## src/rtl/fetch_sequencer.sv

```systemverilog
// Instruction-fetch controller: owns the PC, reads the single-cycle instruction
// memory and queues {pc, instr} pairs in a 2-entry FIFO toward decode.
module fetch_sequencer #(
  parameter logic [63:0] RESET_PC = 64'h0,
  parameter int          MEM_SIZE = 16
) (
  input  logic        clk,
  input  logic        reset,
  output logic [63:0] imem_adr,
  input  logic [31:0] imem_instr,
  input  logic        redirect_valid,
  input  logic [63:0] redirect_pc,
  input  logic        halt,
  output logic        out_valid,
  input  logic        out_ready,
  output logic [31:0] out_instr,
  output logic [63:0] out_pc,
  output logic        fault,
  output logic [31:0] retired
);

  typedef enum logic [1:0] {S_IDLE, S_FETCH, S_HALTED, S_FAULT} state_t;

  localparam logic [63:0] MEM_BYTES = 64'(MEM_SIZE) * 64'd4;

  state_t      r_state;
  state_t      w_state_next;
  logic        w_set_fault;
  logic [63:0] r_pc;
  logic [1:0]  r_count;
  logic        r_head;
  logic        r_fault;
  logic [31:0] r_retired;
  logic [63:0] r_buf_pc    [2];
  logic [31:0] r_buf_instr [2];

  logic        w_in_range;
  logic        w_pop;
  logic        w_fire;
  logic        w_tail;
  logic [63:0] w_redirect_target;

  assign w_in_range        = (r_pc < MEM_BYTES);
  assign w_pop             = (r_count != 2'd0) & out_ready;
  assign w_fire            = (r_state == S_FETCH) & !redirect_valid & !halt & w_in_range
                             & ((r_count != 2'd2) | w_pop);
  // With two slots, tail is head for count 0 or 2 and the other slot for count 1.
  assign w_tail            = r_head ^ r_count[0];
  assign w_redirect_target = redirect_pc & ~64'h3;

  always_comb begin
    w_state_next = r_state;
    w_set_fault  = 1'b0;
    if (redirect_valid) begin
      w_state_next = halt ? S_HALTED : S_FETCH;
    end else begin
      case (r_state)
        S_IDLE:   w_state_next = halt ? S_HALTED : S_FETCH;
        S_FETCH: begin
          if (!w_in_range) begin
            w_state_next = S_FAULT;
            w_set_fault  = 1'b1;
          end else if (halt) begin
            w_state_next = S_HALTED;
          end
        end
        S_HALTED: if (!halt) w_state_next = S_FETCH;
        S_FAULT:  w_state_next = S_FAULT;
        default:  w_state_next = S_IDLE;
      endcase
    end
  end

  always_ff @(posedge clk) begin
    if (reset) begin
      r_state   <= S_IDLE;
      r_pc      <= RESET_PC;
      r_count   <= 2'd0;
      r_head    <= 1'b0;
      r_fault   <= 1'b0;
      r_retired <= 32'd0;
    end else begin
      r_state <= w_state_next;
      if (w_pop) begin
        r_retired <= r_retired + 32'd1;
        r_head    <= ~r_head;
      end
      if (redirect_valid) begin
        r_pc    <= w_redirect_target;
        r_count <= 2'd0;
        r_fault <= 1'b0;
      end else begin
        if (w_fire) r_pc <= r_pc + 64'd4;
        if (w_fire && !w_pop)      r_count <= r_count + 2'd1;
        else if (!w_fire && w_pop) r_count <= r_count - 2'd1;
        if (w_set_fault) r_fault <= 1'b1;
      end
    end
  end

  for (genvar gi = 0; gi < 2; gi++) begin : g_slot
    always_ff @(posedge clk) begin
      if (reset) begin
        r_buf_pc[gi]    <= 64'd0;
        r_buf_instr[gi] <= 32'd0;
      end else if (w_fire && (w_tail == 1'(gi))) begin
        r_buf_pc[gi]    <= r_pc;
        r_buf_instr[gi] <= imem_instr;
      end
    end
  end

  assign imem_adr  = r_pc;
  assign out_valid = (r_count != 2'd0);
  assign out_pc    = r_buf_pc[r_head];
  assign out_instr = r_buf_instr[r_head];
  assign fault     = r_fault;
  assign retired   = r_retired;

endmodule
```

## config.mk

```make
export PLATFORM = sky130hd
export DESIGN_NAME = fetch_sequencer
export DESIGN_NICKNAME = d
export VERILOG_FILES = /design/src/rtl/fetch_sequencer.sv
export SDC_FILE = /design/constraint.sdc
export NUM_CORES = 1
export LEC_CHECK = 0
export CORE_MARGIN = 2
export CORE_UTILIZATION = 53
export CTS_BUF_LIST = sky130_fd_sc_hd__clkbuf_16
export DETAILED_ROUTE_END_ITERATION = 10
export GPL_ROUTABILITY_DRIVEN = 0
export PLACE_DENSITY = 0.93
export SLEW_MARGIN = 0
export SYNTH_ARGS = -nofsm -noshare
export SYNTH_HDL_FRONTEND = slang
export SYNTH_SLANG_ARGS = --single-unit
```

## constraint.sdc

```tcl
create_clock -name clk -period 6.48 [get_ports clk]
set_input_delay 0.648 -clock clk [delete_from_list [all_inputs] [get_ports clk]]
set_output_delay 0.648 -clock clk [all_outputs]
set_load 0.03 [all_outputs]
```

# Word level (Yosys, flattened, before mapping)
# Memories as Yosys holds them, arrays and structs flattened. A register that Yosys moved wholly into a read port is not among the register bits.
# Cells that the tools add are included.
[classes] magnitude_cmp=1 reduce_logical=14 bitwise=13 mux=29 eq_ne=6 n_addsub=4
[op_table] op="2-to-1 mux 64 bit" n=4
[op_table] op="adder 64 x 3 -> 64 bit, second input constant" n=1
[op_table] op="< comparator 64 x 7 -> 1 bit, second input constant" n=1
[op_table] op="2-to-1 mux 32 bit" n=2
[op_table] op="adder 32 x 1 -> 32 bit, second input constant" n=1
[op_table] op="2-to-1 mux 1 bit" n=15
[op_table] op="2-to-1 mux 2 bit" n=7
[op_table] op="one-hot mux 2 bit (4 select lines)" n=1
[op_table] op="nonzero test 2 bit" n=3
[op_table] op="bitwise AND 1 bit" n=5
[op_table] op="OR 1 bit" n=5
[op_table] op="== test 2 bit, second input constant" n=2
[op_table] op="logical AND 1 bit" n=4
[op_table] op="logical NOT 1 bit" n=4
[op_table] op="!= test 4 bit, second input constant" n=1
[op_table] op="!= test 3 bit, second input constant" n=1
[op_table] op="adder 2 x 1 -> 2 bit, second input constant" n=1
[op_table] op="== test 2 x 1 -> 1 bit, second input constant" n=1
[op_table] op="logical NOT 2 bit" n=1
[op_table] op="!= test 2 bit, second input constant" n=1
[op_table] op="NOT 1 bit" n=2
[op_table] op="AND reduction 2 bit" n=1
[op_table] op="OR reduction 2 bit" n=1
[op_table] op="subtractor 2 x 1 -> 2 bit, second input constant" n=1
[op_table] op="XOR 1 bit" n=1
[word_totals] out_inout_bits=194 elab_cells=76 regBits=102 memories=2 input_bits=101 mem_bits_rw=192
[mem_list] name="r_buf_pc" depth=2 word_bits=64 rd=1 rd_clocked_by_memory_dff=1 wr=2 line="34" text="logic [63:0] r_buf_pc [2];"
[mem_list] name="r_buf_instr" depth=2 word_bits=32 rd=1 rd_clocked_by_memory_dff=1 wr=2 line="35" text="logic [31:0] r_buf_instr [2];"

# Longest topological paths before layout
[depth] word_depth=10 ltp_mapped=9 mapped_depth_nobuf=9

# Least setup slack after synthesis
# OpenSTA, ideal clock, no wires.
[synth_path] path_kind="input port to flip-flop" from="in redirect_valid" to="mem r_buf_instr[0][0] (enable)" setup_time_ps=468 t_arrival_ps=3574 slack_ps=2437 required_ps=6012 path_buffers=0 cell_stages=5 cell_sequence="nand2b_1 -> nor3_1 -> o311a_1 -> nand3_1 -> nand2b_1"
[synth_rtl] item="start, declared" line="11" text="input logic redirect_valid,"
[synth_rtl] item="end, declared" line="35"

==> flow_summary.toml <==
[run_status]
status = "finished clean"

[sta]
fin_crit_sh_pct = 60.6
finalSetupViolations = 0
clock_skew_ns = 0.0248
setup_tns_ns = 0
tightest_slew_ns = 1.07
relSlewSlack_pct = 28.7
finalMaxSlewViolations = 0
fin_crit_ns = 3.93
grt_setup_unrepaired = "false"
hold_viol_final = 0
fmax_mhz = 255

[global_routing]
globalRoute.totalOverflow = 0
grt_pass1_wl_um = 41800
grt_most_used_layer = "met2"
grt_pass1_vias = 8102
antenna_found_initial = 0
grt_start_max_net_pins = 102
met1_usage_pct = 26.5
met2_usage_pct = 42.7
gr-usage-all-layers_pct = 23.3
grt_util_met3_pct = 7.13

[finish]
nets = 1366
drive_gt1_share_pct = 12.2
syn_to_final_growth_pct = 38.2
stdcell_count = 1565
n_antenna_cell = 0

[route]
drt_pre_antenna_iters = 7
vias = 8023
drc_errors = 0
drt-total-wl_um = 27800
drt_iter0_drc = 503
wl_per_cell_um = 17.7
detail-route-antenna-nets = 0
via_per_inst = 5.13

[clock_tree]
cts_buffers = 29
cts_hold_buf = 0
clk_latency_ns = 0.54
cts_max_level = 1
cts_tree = "built"
cts_setup_buffers = 0
clk_pin_slew_ns = 0.06
cts_resized = 0
cts.sinks = 289
root_buffer = "clkbuf_16"
clockBufferDepth = 3

[logic_synthesis]
synth_common_cells = "188 x edfxtp_1, 154 x nor2_1, 101 x dfxtp_1"
ys_ff_latch = 289
async_flop_share_pct = 0
synth_edf_count = 188
yosys-top-cells-area = "edfxtp_1 49%, dfxtp_1 17%, mux2_2 9.2%, mux2i_1 5.0%, nor2_1 5.0%"
synth_cells = 867
synth_most_common_cell = "edfxtp_1"
yosysTopAreaCellShare_pct = 48.8
avgSynthCellArea_um2 = 13.3
synth_top_flop_cell = "edfxtp_1"
synth-seq-area-share_pct = 66.3
synth.distinct_cells = 50
yosysTopAreaCell = "edfxtp_1"
synth.yosys.warnings = 0
syn-cell-area_um2 = 11600

[floorplanning]
ios = 295
rows = 54
core_um2 = 21600
die-width_um = 152
initial_core_util_pct = 53.5
dieArea_um2 = 23000
die_h_um = 152

[power_and_ir_drop]
leakagePower_nw = 6.01
pwr-share-seq_pct = 50.7
intPower_mw = 3.17
swShare_pct = 23.6
p_comb_share_pct = 11.4
ir_worst_vdd_mv = 0.214
power_switching_uw = 981
power_mw = 4.15
power_frac_clock_pct = 37.9
power_per_cell_area_nw_per_um2 = 260

[worst_setup_path]
start_kind = "flip-flop"
cp.arrival_ns = 4.13
critPathKind = "flip-flop to flip-flop"
critPathSlowestCell = "nand2b_4"
path_common_cell = "buf_4"
critPathMaxStageDelay_ns = 0.82
path_cells = "nor4_1 -> nand4_1 -> nor3_2 -> nand3b_1 -> buf_4 -> nand2b_4 -> buf_4"
cp-end-kind = "flip-flop"
cp_max_fo = 75
crit_required_ns = 6.68

[placement]
port_buffers = 288
dp_cells = 1511
hpwl_um = 18000

[job]
max_cap_violations = 0

[hold_path]
hold_path_class = "input port to flip-flop"
==> power groups by stage <==
stage	registers, mW	logic (mW)	clock network [mW]
after global routing	2.11	0.503	1.67
after floorplan	2.18	0.213	0
after CTS	2.11	0.474	1.60
after global placement	2.13	0.464	0
after detailed placement	2.14	0.469	0
final	2.10	0.474	1.57
==> registers in the layout, indices dropped and copies added, names as in the netlist, named ones only <==
| register | count |
|---|---|
| fault | 1 |
| imem_adr | 62 |
| r_buf_instr | 64 |
| r_buf_pc | 124 |
| r_count | 2 |
| r_head | 1 |
| r_state | 2 |
| retired | 32 |
==> layout by cell type (no fill, tap or decap), types with 3 or more instances in the layout <==
cell | netlist | final
inv_1 | 12 | 19
xor2_1 | 8 | 8
edfxtp_1 | 188 | 188
buf_4 | 6 | 9
nor3_1 | 12 | 12
nor3b_1 | 4 | 4
clkdlybuf4s50_1 | 0 | 286
nand2_1 | 14 | 14
nor4b_1 | 3 | 3
clkinv_1 | 0 | 6
mux2i_1 | 58 | 58
and2_1 | 4 | 4
mux2_2 | 94 | 94
or3_1 | 10 | 10
conb_1 | 1 | 120
clkbuf_16 | 0 | 29
nor2_1 | 154 | 154
xnor2_1 | 16 | 16
nand4_1 | 10 | 10
and3_1 | 4 | 4
ha_1 | 3 | 3
nand3_1 | 14 | 13
a21oi_1 | 15 | 15
clkinv_2 | 0 | 4
and4_1 | 4 | 4
dfxtp_1 | 101 | 100
o21ai_0 | 11 | 11
nand2b_1 | 36 | 34
nor4_1 | 16 | 16
==> critical path: cells and delay by family (launching register included) <==
| family | cells | cell delay, ns |
|---|---|---|
| buf+inv | 2 | 0.76 |
| flops | 1 | 0.33 |
| simple gates | 5 | 2.48 |
==> metrics by stage <==
stage,instance area [µm²],hold WS [ns],setup WS (ns),utilization (%)
5_1_grt,16000,0.454,2.33,73.9
4_1_cts,16000,0.418,2.51,73.9
3_3_place_gp,15100,0.454,2.65,69.8
2_1_floorplan,12000,0.522,2.44,-
6_report,16000,0.442,2.55,73.9
3_5_place_dp,15100,0.482,2.59,69.8
==> layer usage <==
metal | part of all wire [%] | up-vias
met5 | 0 | -
met4 | 1.8 | 0
met3 | 9.2 | 45
met2 | 53 | 321
met1 | 36 | 3872
li1 | - | 3785
==> path summary, 6_finish.rpt <==
check,depth (start not counted),startpoint,end,slack [ns]
max reg2reg,7,imem_adr[11]$_SDFFE_PP0P_,r_buf_pc[1][18]$_SDFFCE_PN0P_,2.55
min reg2reg,1,fault$_SDFFE_PP0P_,fault$_SDFFE_PP0P_,0.50
min,3,redirect_valid,imem_adr[14]$_SDFFE_PP0P_,0.44
max,7,imem_adr[11]$_SDFFE_PP0P_,r_buf_pc[1][18]$_SDFFCE_PN0P_,2.55
==> layout make-up <==
type,count,area [µm²]
clock inverters,25,170
multi-input cells,635,4090
flip-flops and latches,289,7670
well taps,280,350
inverters,12,45.0
fillers,1326,5640
clock buffers,29,726
repair buffers,295,2930
==> cell families (layout without fill, tap and decap cells) <==
family	Yosys count	in the layout	synth area share, %
and+or+nand+nor	295	295	12.7
muxes	152	152	14.2
AOI/OAI and AO/OA	41	41	2.26
adders and majority gates	3	3	0.325
other	1	120	0.0324
xor gates and xnor gates	24	24	1.82
buffers and inverters	62	361	2.39
DFF	289	289	66.3
No activity file was read; power rests on OpenSTA's default activity.
